===== src/rtl/tone_sequencer_if.sv =====
// Handshake and bus bundle for tone_sequencer: control, note-table write port,
// note offer handshake and status. The controller/bench side uses master.
interface tone_sequencer_if;
  logic        start;
  logic        stop;
  logic        wr_en;
  logic [4:0]  wr_addr;
  logic [10:0] wr_data;
  logic        note_ready;
  logic        note_valid;
  logic [6:0]  note_inc;
  logic        gate;
  logic        busy;
  logic [4:0]  step;
  logic        done;

  modport master (
    output start, stop, wr_en, wr_addr, wr_data, note_ready,
    input  note_valid, note_inc, gate, busy, step, done
  );

  modport slave (
    input  start, stop, wr_en, wr_addr, wr_data, note_ready,
    output note_valid, note_inc, gate, busy, step, done
  );
endinterface


===== src/rtl/tone_sequencer.sv =====
// Note-table driven tone sequencer: walks a 32-entry table, offers each note to a
// tone generator, then gates it for its duration followed by a silent space.
// Define TONE_SEQ_LOOP_EN to loop the pass endlessly instead of stopping with done.
//
// state | meaning
// IDLE  | waiting for start; step holds its last value
// FETCH | latch table[step] into the note registers
// ISSUE | offer note_inc until the generator accepts it
// NOTE  | gate open (unless rest) for (dur+1)*TICK_CYCLES cycles
// SPACE | gate closed for SPACE_TICKS*TICK_CYCLES cycles, then next step
module tone_sequencer #(
  parameter int TICK_CYCLES = 125,
  parameter int SPACE_TICKS = 1
) (
  input  logic           clk,
  input  logic           rst,
  tone_sequencer_if.slave bus
);

  localparam int NOTE_MAX  = 8 * TICK_CYCLES;
  localparam int SPACE_LEN = SPACE_TICKS * TICK_CYCLES;
  localparam int CNT_MAX   = (NOTE_MAX > SPACE_LEN) ? NOTE_MAX : SPACE_LEN;
  localparam int CNT_W     = $clog2(CNT_MAX + 1);

  typedef logic [CNT_W-1:0] cnt_t;
  typedef enum logic [2:0] {IDLE, FETCH, ISSUE, NOTE, SPACE} state_t;

  localparam cnt_t SPACE_LOAD = cnt_t'(SPACE_LEN - 1);

  // Down-counter load values: the phase ends when the counter reaches zero.
  function automatic cnt_t note_load(input logic [2:0] dur);
    return cnt_t'((int'(dur) + 1) * TICK_CYCLES - 1);
  endfunction

  logic [10:0] tab [32];
  state_t      state;
  cnt_t        cnt;
  logic [4:0]  step_r;
  logic [2:0]  note_dur;
  logic        note_end;
  logic [6:0]  inc_r;
  logic        valid_r;
  logic        gate_r;
  logic        busy_r;
  logic        done_r;

  always_ff @(posedge clk) begin
    if (rst) begin
      for (int i = 0; i < 32; i++) tab[i] <= '0;
    end else if (bus.wr_en) begin
      tab[bus.wr_addr] <= bus.wr_data;
    end
  end

  always_ff @(posedge clk) begin
    if (rst) begin
      state    <= IDLE;
      cnt      <= '0;
      step_r   <= '0;
      note_dur <= '0;
      note_end <= 1'b0;
      inc_r    <= '0;
      valid_r  <= 1'b0;
      gate_r   <= 1'b0;
      busy_r   <= 1'b0;
      done_r   <= 1'b0;
    end else begin
      done_r <= 1'b0;
      if (bus.stop && state != IDLE) begin
        state   <= IDLE;
        cnt     <= '0;
        valid_r <= 1'b0;
        gate_r  <= 1'b0;
        busy_r  <= 1'b0;
      end else begin
        case (state)
          IDLE: begin
            if (bus.start && !bus.stop) begin
              state  <= FETCH;
              step_r <= '0;
              busy_r <= 1'b1;
            end
          end
          FETCH: begin
            {note_end, note_dur, inc_r} <= tab[step_r];
            valid_r <= 1'b1;
            state   <= ISSUE;
          end
          ISSUE: begin
            if (valid_r && bus.note_ready) begin
              valid_r <= 1'b0;
              gate_r  <= (inc_r != '0);
              cnt     <= note_load(note_dur);
              state   <= NOTE;
            end
          end
          NOTE: begin
            if (cnt == '0) begin
              gate_r <= 1'b0;
              cnt    <= SPACE_LOAD;
              state  <= SPACE;
            end else begin
              cnt <= cnt - 1'b1;
            end
          end
          SPACE: begin
            if (cnt != '0) begin
              cnt <= cnt - 1'b1;
            end else if (!note_end && step_r != 5'd31) begin
              step_r <= step_r + 5'd1;
              state  <= FETCH;
            end else begin
`ifdef TONE_SEQ_LOOP_EN
              step_r <= '0;
              state  <= FETCH;
`else
              state  <= IDLE;
              busy_r <= 1'b0;
              done_r <= 1'b1;
`endif
            end
          end
          default: state <= IDLE;
        endcase
      end
    end
  end

  assign bus.note_valid = valid_r;
  assign bus.note_inc   = inc_r;
  assign bus.gate       = gate_r;
  assign bus.busy       = busy_r;
  assign bus.step       = step_r;
  assign bus.done       = done_r;

endmodule


===== src/flat_wrapper.sv =====
// flat-port wrapper written by rule: the top's interface ports become plain ports
module tone_sequencer_flat 
#(
  parameter int TICK_CYCLES = 125,
  parameter int SPACE_TICKS = 1
)
  (clk, rst, bus_start, bus_stop, bus_wr_en, bus_wr_addr, bus_wr_data, bus_note_ready, bus_note_valid, bus_note_inc, bus_gate, bus_busy, bus_step, bus_done);
  tone_sequencer_if bus_i ();
  input  logic clk;
  input  logic rst;
  input wire logic [$bits(bus_i.start)-1:0] bus_start;
  input wire logic [$bits(bus_i.stop)-1:0] bus_stop;
  input wire logic [$bits(bus_i.wr_en)-1:0] bus_wr_en;
  input wire logic [$bits(bus_i.wr_addr)-1:0] bus_wr_addr;
  input wire logic [$bits(bus_i.wr_data)-1:0] bus_wr_data;
  input wire logic [$bits(bus_i.note_ready)-1:0] bus_note_ready;
  output wire logic [$bits(bus_i.note_valid)-1:0] bus_note_valid;
  output wire logic [$bits(bus_i.note_inc)-1:0] bus_note_inc;
  output wire logic [$bits(bus_i.gate)-1:0] bus_gate;
  output wire logic [$bits(bus_i.busy)-1:0] bus_busy;
  output wire logic [$bits(bus_i.step)-1:0] bus_step;
  output wire logic [$bits(bus_i.done)-1:0] bus_done;
  assign bus_i.start = bus_start;
  assign bus_i.stop = bus_stop;
  assign bus_i.wr_en = bus_wr_en;
  assign bus_i.wr_addr = bus_wr_addr;
  assign bus_i.wr_data = bus_wr_data;
  assign bus_i.note_ready = bus_note_ready;
  assign bus_note_valid = bus_i.note_valid;
  assign bus_note_inc = bus_i.note_inc;
  assign bus_gate = bus_i.gate;
  assign bus_busy = bus_i.busy;
  assign bus_step = bus_i.step;
  assign bus_done = bus_i.done;
  tone_sequencer #(.TICK_CYCLES(TICK_CYCLES), .SPACE_TICKS(SPACE_TICKS)) u_core (.clk(clk), .rst(rst), .bus(bus_i));
endmodule

===== config.mk =====
export PLATFORM = sky130hd
export DESIGN_NAME = tone_sequencer_flat
export DESIGN_NICKNAME = d
export VERILOG_FILES = /design/src/rtl/tone_sequencer_if.sv /design/src/rtl/tone_sequencer.sv /design/src/flat_wrapper.sv
export SDC_FILE = /design/constraint.sdc
export NUM_CORES = 1
export LEC_CHECK = 0
export CORE_MARGIN = 3
export CORE_UTILIZATION = 35
export DETAILED_ROUTE_END_ITERATION = 7
export GPL_TIMING_DRIVEN = 0
export SLEW_MARGIN = 40
export SYNTH_ARGS = -nofsm -noshare
export SYNTH_HDL_FRONTEND = slang
export SYNTH_SLANG_ARGS = --single-unit
export TNS_END_PERCENT = 20

===== constraint.sdc =====
create_clock -name clk -period 5.01 [get_ports clk]
set_clock_uncertainty 0.2 [all_clocks]
set_input_delay 0.7515 -clock clk [delete_from_list [all_inputs] [get_ports clk]]
set_output_delay 0.7515 -clock clk [all_outputs]
set_load 0.02 [all_outputs]

# After elaboration in Yosys (flattened, before gate mapping)
# Memory sizes are Yosys's and may differ from the RTL's. A register that Yosys moved wholly into a read port is not among the register bits.
# Index checks and enable logic that the tools add are counted.
# word_totals
n_memories	1
ramBits	352
latch_bits	0
mem_bits_ro	0
regBits	22
input_bits	22
out_inout_bits	16
# memory_table
memory	depth	width	read_ports	rd_ports_with_merged_regs	wr	line	rtl
u_core.tab	32	11	1	1	32	tone_sequencer.sv:35	logic [10:0] tab [32];
# op_classes
n_bitwise	2
n_mux	32
add_sub_neg	4
n_mul	1
reduce_logical	25
div_mod_pow	0
magnitude_cmp	0
eq_ne	12
shifts	0
# ops
cell	count
multiplier 32 x 8 -> 10 bit, second input constant	1
2-to-1 mux 10 bit	3
case mux 10 bit (3 select lines)	1
2-to-1 mux 5 bit	4
case mux 3 bit (5 select lines)	1
2-to-1 mux 1 bit	14
2-to-1 mux 3 bit	4
2-to-1 mux 11 bit	1
OR reduction 11 bit	1
logical NOT 10 bit	1
inequality test 2 x 1 -> 1 bit, second input constant	5
case mux 5 bit (2 select lines)	1
nonzero test 10 bit	1
subtractor 10 x 1 -> 10 bit, second input constant	1
subtractor 10 x 2 -> 10 bit, second input constant	1
AND reduction 4 bit	2
nonzero test 7 bit	1
equality test 3 x 2 -> 1 bit, second input constant	2
case mux 1 bit (2 select lines)	3
AND reduction 3 bit	2
nonzero test 2 bit	3
nonzero test 3 bit	2
adder 5 x 1 -> 5 bit, second input constant	1
inequality test 5 bit, second input constant	1
other kinds (12)	19

# Longest topological paths before layout
# depth
word_depth	5
depth_mapped	14
ltp_nobuf	13

# Worst setup path after synthesis
# OpenSTA, ideal clock, no wires.
# synth_timing
path_type	reg-to-reg
from	reg u_core.note_dur[0]
to	reg u_core.cnt[5]
required_time_ns	4.724
stages_incl_launch_ff	13
slack_ns	1.491
t_arrival_ns	3.232
path_cell_list	dfxtp_1 clkbuf_1 inv_1 ha_1 xnor2_1 ha_1 fa_1 ha_1 a31o_2 a21oi_1 xnor2_1 o32ai_1 a221oi_2
# synth_between
elab_chain_len	5
# synth_rtl
element	line	rtl
start, declared	tone_sequencer.sv:39	logic [2:0] note_dur;
start signal, assigned	tone_sequencer.sv:85	{note_end, note_dur, inc_r} <= tab[step_r];
adder 3 x 1 -> 4 bit	tone_sequencer.sv:32	return cnt_t'((int'(dur) + 1) * TICK_CYCLES - 1);
multiplier 32 x 8 -> 10 bit	tone_sequencer.sv:32	
subtractor 10 x 2 -> 10 bit	tone_sequencer.sv:32	
2-to-1 mux 10 bit	tone_sequencer.sv:90	if (valid_r && bus.note_ready) begin
case mux 10 bit (3 select lines)	tone_sequencer.sv:76	case (state)
end signal, assigned	tone_sequencer.sv:93	cnt <= note_load(note_dur);
end signal, assigned	tone_sequencer.sv:103	cnt <= cnt - 1'b1;
end signal, assigned	tone_sequencer.sv:108	cnt <= cnt - 1'b1;
end, declared	tone_sequencer.sv:37	cnt_t cnt;
# Every way passes these cells. The select of a mux whose other input is x is not followed.
# A chain may end at the register's enable or synchronous reset.

# Final worst setup path
# Ends and elaborated chain as after synthesis.

==> summary by stage <==
Outcome
The flow ran to the end, and the final reports show no timing, DRC or antenna violations.

Synth
Of the total synthesized cell area, the portion taken by AND, OR, NAND and NOR gates is 0.171. For this run, the register share of the synthesized area comes to 0.610. The top flip-flop cell by instance count after synthesis is sky130_fd_sc_hd__edfxtp_1. The mean cell area of the mapped netlist is about 14 um^2.

Yosys attributes the largest share of cell area to sky130_fd_sc_hd__edfxtp_1, sky130_fd_sc_hd__and2_1, sky130_fd_sc_hd__mux4_2. In the synthesized netlist, the number of instances is between 1000 and 1500. The fraction of synthesized cell area in xor and xnor cells is 0.00428. The cell taking the most area after synthesis is sky130_fd_sc_hd__edfxtp_1.

The fraction of post-synthesis cell area in the top cell type by area is 0.575. The compound-gate portion of the synthesized area is 0.0518. The number of nets in the synthesized netlist is ~1400. Counting distinct cell types in the post-synthesis netlist gives 63. In the synthesized netlist, the cells that appear most often are sky130_fd_sc_hd__and2_1, sky130_fd_sc_hd__edfxtp_1, sky130_fd_sc_hd__clkbuf_1. The most used standard cell by instance count after synthesis is sky130_fd_sc_hd__and2_1.

During synthesis, Yosys emitted a total of 0 warnings. The post-synthesis register bit count is about 390. The post-synthesis mux area share is 0.122. The number of flops mapped to enable cells by yosys is between 300 and 400. The combined area of all synthesized cells is roughly 18000 um^2. The async set-reset flop share out of synthesis is 0.

Of the total synthesized cell area, the portion taken by full adders, half adders and majority gates is 0.0121. By area, the combinational part of the netlist is dominated by simple AND/OR/NAND/NOR gates.

Routing
The count of nets left with antenna violations once routing finished came out at 0. The detailed-route DRC error count is 0. The number of vias per cell after detailed routing is between 5 and 6. For this run, the detailed router's first-pass iteration total came to 7. The average wire length per cell after detail routing is approximately 25 um. The DRC marker count from the first detailed-route iteration is 1307. The routed wire length is around 55000 um.

For this block, the via count after detailed routing is about 12000.

Clocking
The hold buffer count at CTS is 0. The number of buffers on the longest clock path is 3. The clock root buffer is sky130_fd_sc_hd__clkbuf_16.

The quantity of gates resized following cts is 0. The clock network latency to the later pin of the worst-skew pair is 0.56 ns. The CTS clock-pin slew for the worst setup and hold paths is 0.06 ns. The number of setup buffers added after CTS is 0. The number of H-tree levels is 2. For this design, the sink count on the clock tree is ~390. Clock tree synthesis inserted a total of 43 buffers. The clock tree from TritonCTS is built.

Timing
The worst pin sits at a relative slew slack of 0.403. The final count of negative-setup-slack endpoints is 0. The smallest clock period supported by the final layout is computed as between 4 and 5 ns. The count of pins over their slew limit is 0.

The slew at the pin with the worst max-slew slack is around 0.89 ns. The upper clock frequency limit is approximately 240 MHz. The number of failing hold endpoints at the final stage came to 0. Setup repair after global routing left no endpoint under its margin. The final critical-path share of the clock period is 0.829.

Die
The chip height is 235 um. The die width is between 200 and 250 um. The initialized floorplan defines between 80 and 90 standard-cell rows.

The die area is roughly 55000 um^2. The number of top-level design ports is 38. The standard cell core area is just over 50000 um^2.

The starting density of the core is 0.356.

Critical path
The kind of end point of the critical path is a flip-flop. For this run, the slowest stage of the critical path takes approximately 0.48 ns. The arrival time reported for the critical path endpoint is 4.43 ns.

The category of the worst setup path launch point is a flip-flop. Of all nets on the critical path, the largest fanout is 10. Walking the worst path, the cells encountered are clkbuf_1 > inv_1 > ha_1 > xnor2_1 > ha_1 > fa_1 > ha_1 > a31o_2 > a21oi_1 > xnor2_1 > o32ai_1 > a221oi_2.

For the worst setup path, the data required time is around 5.3 ns. The cell repeated most along the worst path is sky130_fd_sc_hd__ha_1. The worst-path cell with the longest stage delay is sky130_fd_sc_hd__clkbuf_1. The critical path is of the reg2reg type.

Global route
The global router's overall resource usage is 0.196. The initial antenna violation count is 5. After global routing the overflow that remains totals 0. The maximum number of pins on one net before global-route repair is 14. The number of global-route vias before repair is about 12000. The first global-routing pass estimated roughly 80000 um of wire.

Power and ir drop
The peak supply drop is ~0.21 mV. The share of total power dissipated in combinational logic is 0.069. The sequential cell fraction of total power is 0.519. Power spread over the standard cell area amounts to 336 nW/um^2. The total leakage power is about 7.1 nW. Cell internal power was estimated by the tool at around 0.0055 W. The design draws about 0.007 W. The share of total power consumed by net switching is 0.226. Of the total power, the clock network draws 0.412. The net switching power is around 0.0016 W.

Layout
The multi-input gate area in the final layout is 6780 um^2. The final cell area excluding filler cells is roughly 21000 um^2. At the end of the flow, the number of nets in the layout was 1491.

The combined flip-flop and latch cell area is 11200 um^2. Leaving out filler cells and counting taps, the final layout contains about 2200. The area added between synthesis and finish is 16.0%. The layout has ~4700 filler cells. Measured on the finished design, the core utilization comes to 0.414. The share of post-route cells with drive strength above 1 is 0.177.

Placed design
The area of placed instances is ~20000 um^2. The placer congestion estimate is 0.950. The total of buffers placed on input and output ports is 37. The sum of net half-perimeters after detailed placement is slightly below 40000 um. Counting tap cells, the placed design contains a total of 2088 instances.

Run
Max-cap violations in this run came to 0.

Hold path
The kind of path behind the tightest hold check is reg2reg.
-- final timing paths --
path | start | to | slack [ns] | cells after the start
worst max-delay path | u_core.note_dur[0] | u_core.cnt[5] | 0.86 | 12
worst min-delay path | u_core.cnt[8] | u_core.cnt[8] | 0.28 | 2
worst max register to register | u_core.note_dur[0] | u_core.cnt[5] | 0.86 | 12
worst min register to register | u_core.cnt[8] | u_core.cnt[8] | 0.28 | 2
-- flip-flops by register name, indices dropped and copies added, names as in the netlist --
register,count
u_core.bus.gate,1
u_core.bus.done,1
u_core.cnt,10
u_core.note_dur,3
u_core.bus.note_inc,7
u_core.note_end,1
u_core.bus.step,5
u_core.state,3
u_core.tab,352
u_core.bus.busy,1
u_core.bus.note_valid,1
-- power by group through the flow --
stage / logic (W) / clock network (W) / registers, W
floorplan: 0.000260 / 0 / 0.00376
global placement: 0.000446 / 0 / 0.00378
detailed placement: 0.000486 / 0 / 0.00378
CTS: 0.000488 / 0.00300 / 0.00372
global route: 0.000521 / 0.00312 / 0.00373
finish: 0.000491 / 0.00295 / 0.00372
-- worst max-delay path, delay by kind of cell (launching register included) --
| family | cells | cell delay [ns] |
|---|---|---|
| adder cells (fa/ha/maj) | 4 | 1.50 |
| XOR/XNOR | 2 | 0.47 |
| AO/OA/AOI/OAI | 4 | 0.88 |
| buffers and inverters | 2 | 0.69 |
| flip-flops | 1 | 0.33 |
-- metal layers --
layer	part of all wire	up-vias	global-route usage
li1	-	5159	-
met1	0.40	6016	0.259
met2	0.47	564	0.317
met3	0.090	112	0.0391
met4	0.039	0	0.0771
met5	0	-	0
-- final cells by class --
cell class	count	area share
sequential	385	0.526
antenna	1	0.000117
buffer	121	0.0231
timing repair buffer	68	0.0307
inverter	12	0.00211
multi-input combinational	822	0.318
tap	680	0.0399
clock inverter	17	0.00481
clock buffer	58	0.0555
-- cells by family (layout without fill, tap and decap cells) --
| family | count (synthesis) | count (layout) |
|---|---|---|
| and+or+nand+nor | 533 | 533 |
| DFF | 385 | 385 |
| AOI/OAI and AO/OA | 151 | 151 |
| buffers and inverters | 133 | 276 |
| muxes | 113 | 113 |
| adders and majority gates | 16 | 16 |
| xor gates and xnor gates | 9 | 9 |
| other | 0 | 1 |
-- cells in the final DEF (no fill, tap or decap), drive strengths merged, types with 10 or more instances in the layout --
cell           instances
nor2                  69
nand3                 11
inv                   12
clkdlybuf4s50         37
dfxtp                 33
mux2i                 15
o22ai                 13
nand2b                15
nand2                 26
mux2                  10
a21oi                 35
o21ai                 57
clkinv                14
ha                    13
mux4                  88
buf                   54
and2                 355
edfxtp               352
clkbuf               156
-- through the flow --
step	hold WS, ns	TNS (ns)	worst slack [ns]
final	0.282	0	0.856
after CTS	0.274	0	0.832
after floorplan	0.248	0	1.49
after global routing	0.306	0	0.571
after global placement	0.263	-8.02	-0.238
after detailed placement	0.265	0	0.551
No activity file was read; power rests on OpenSTA's default activity.
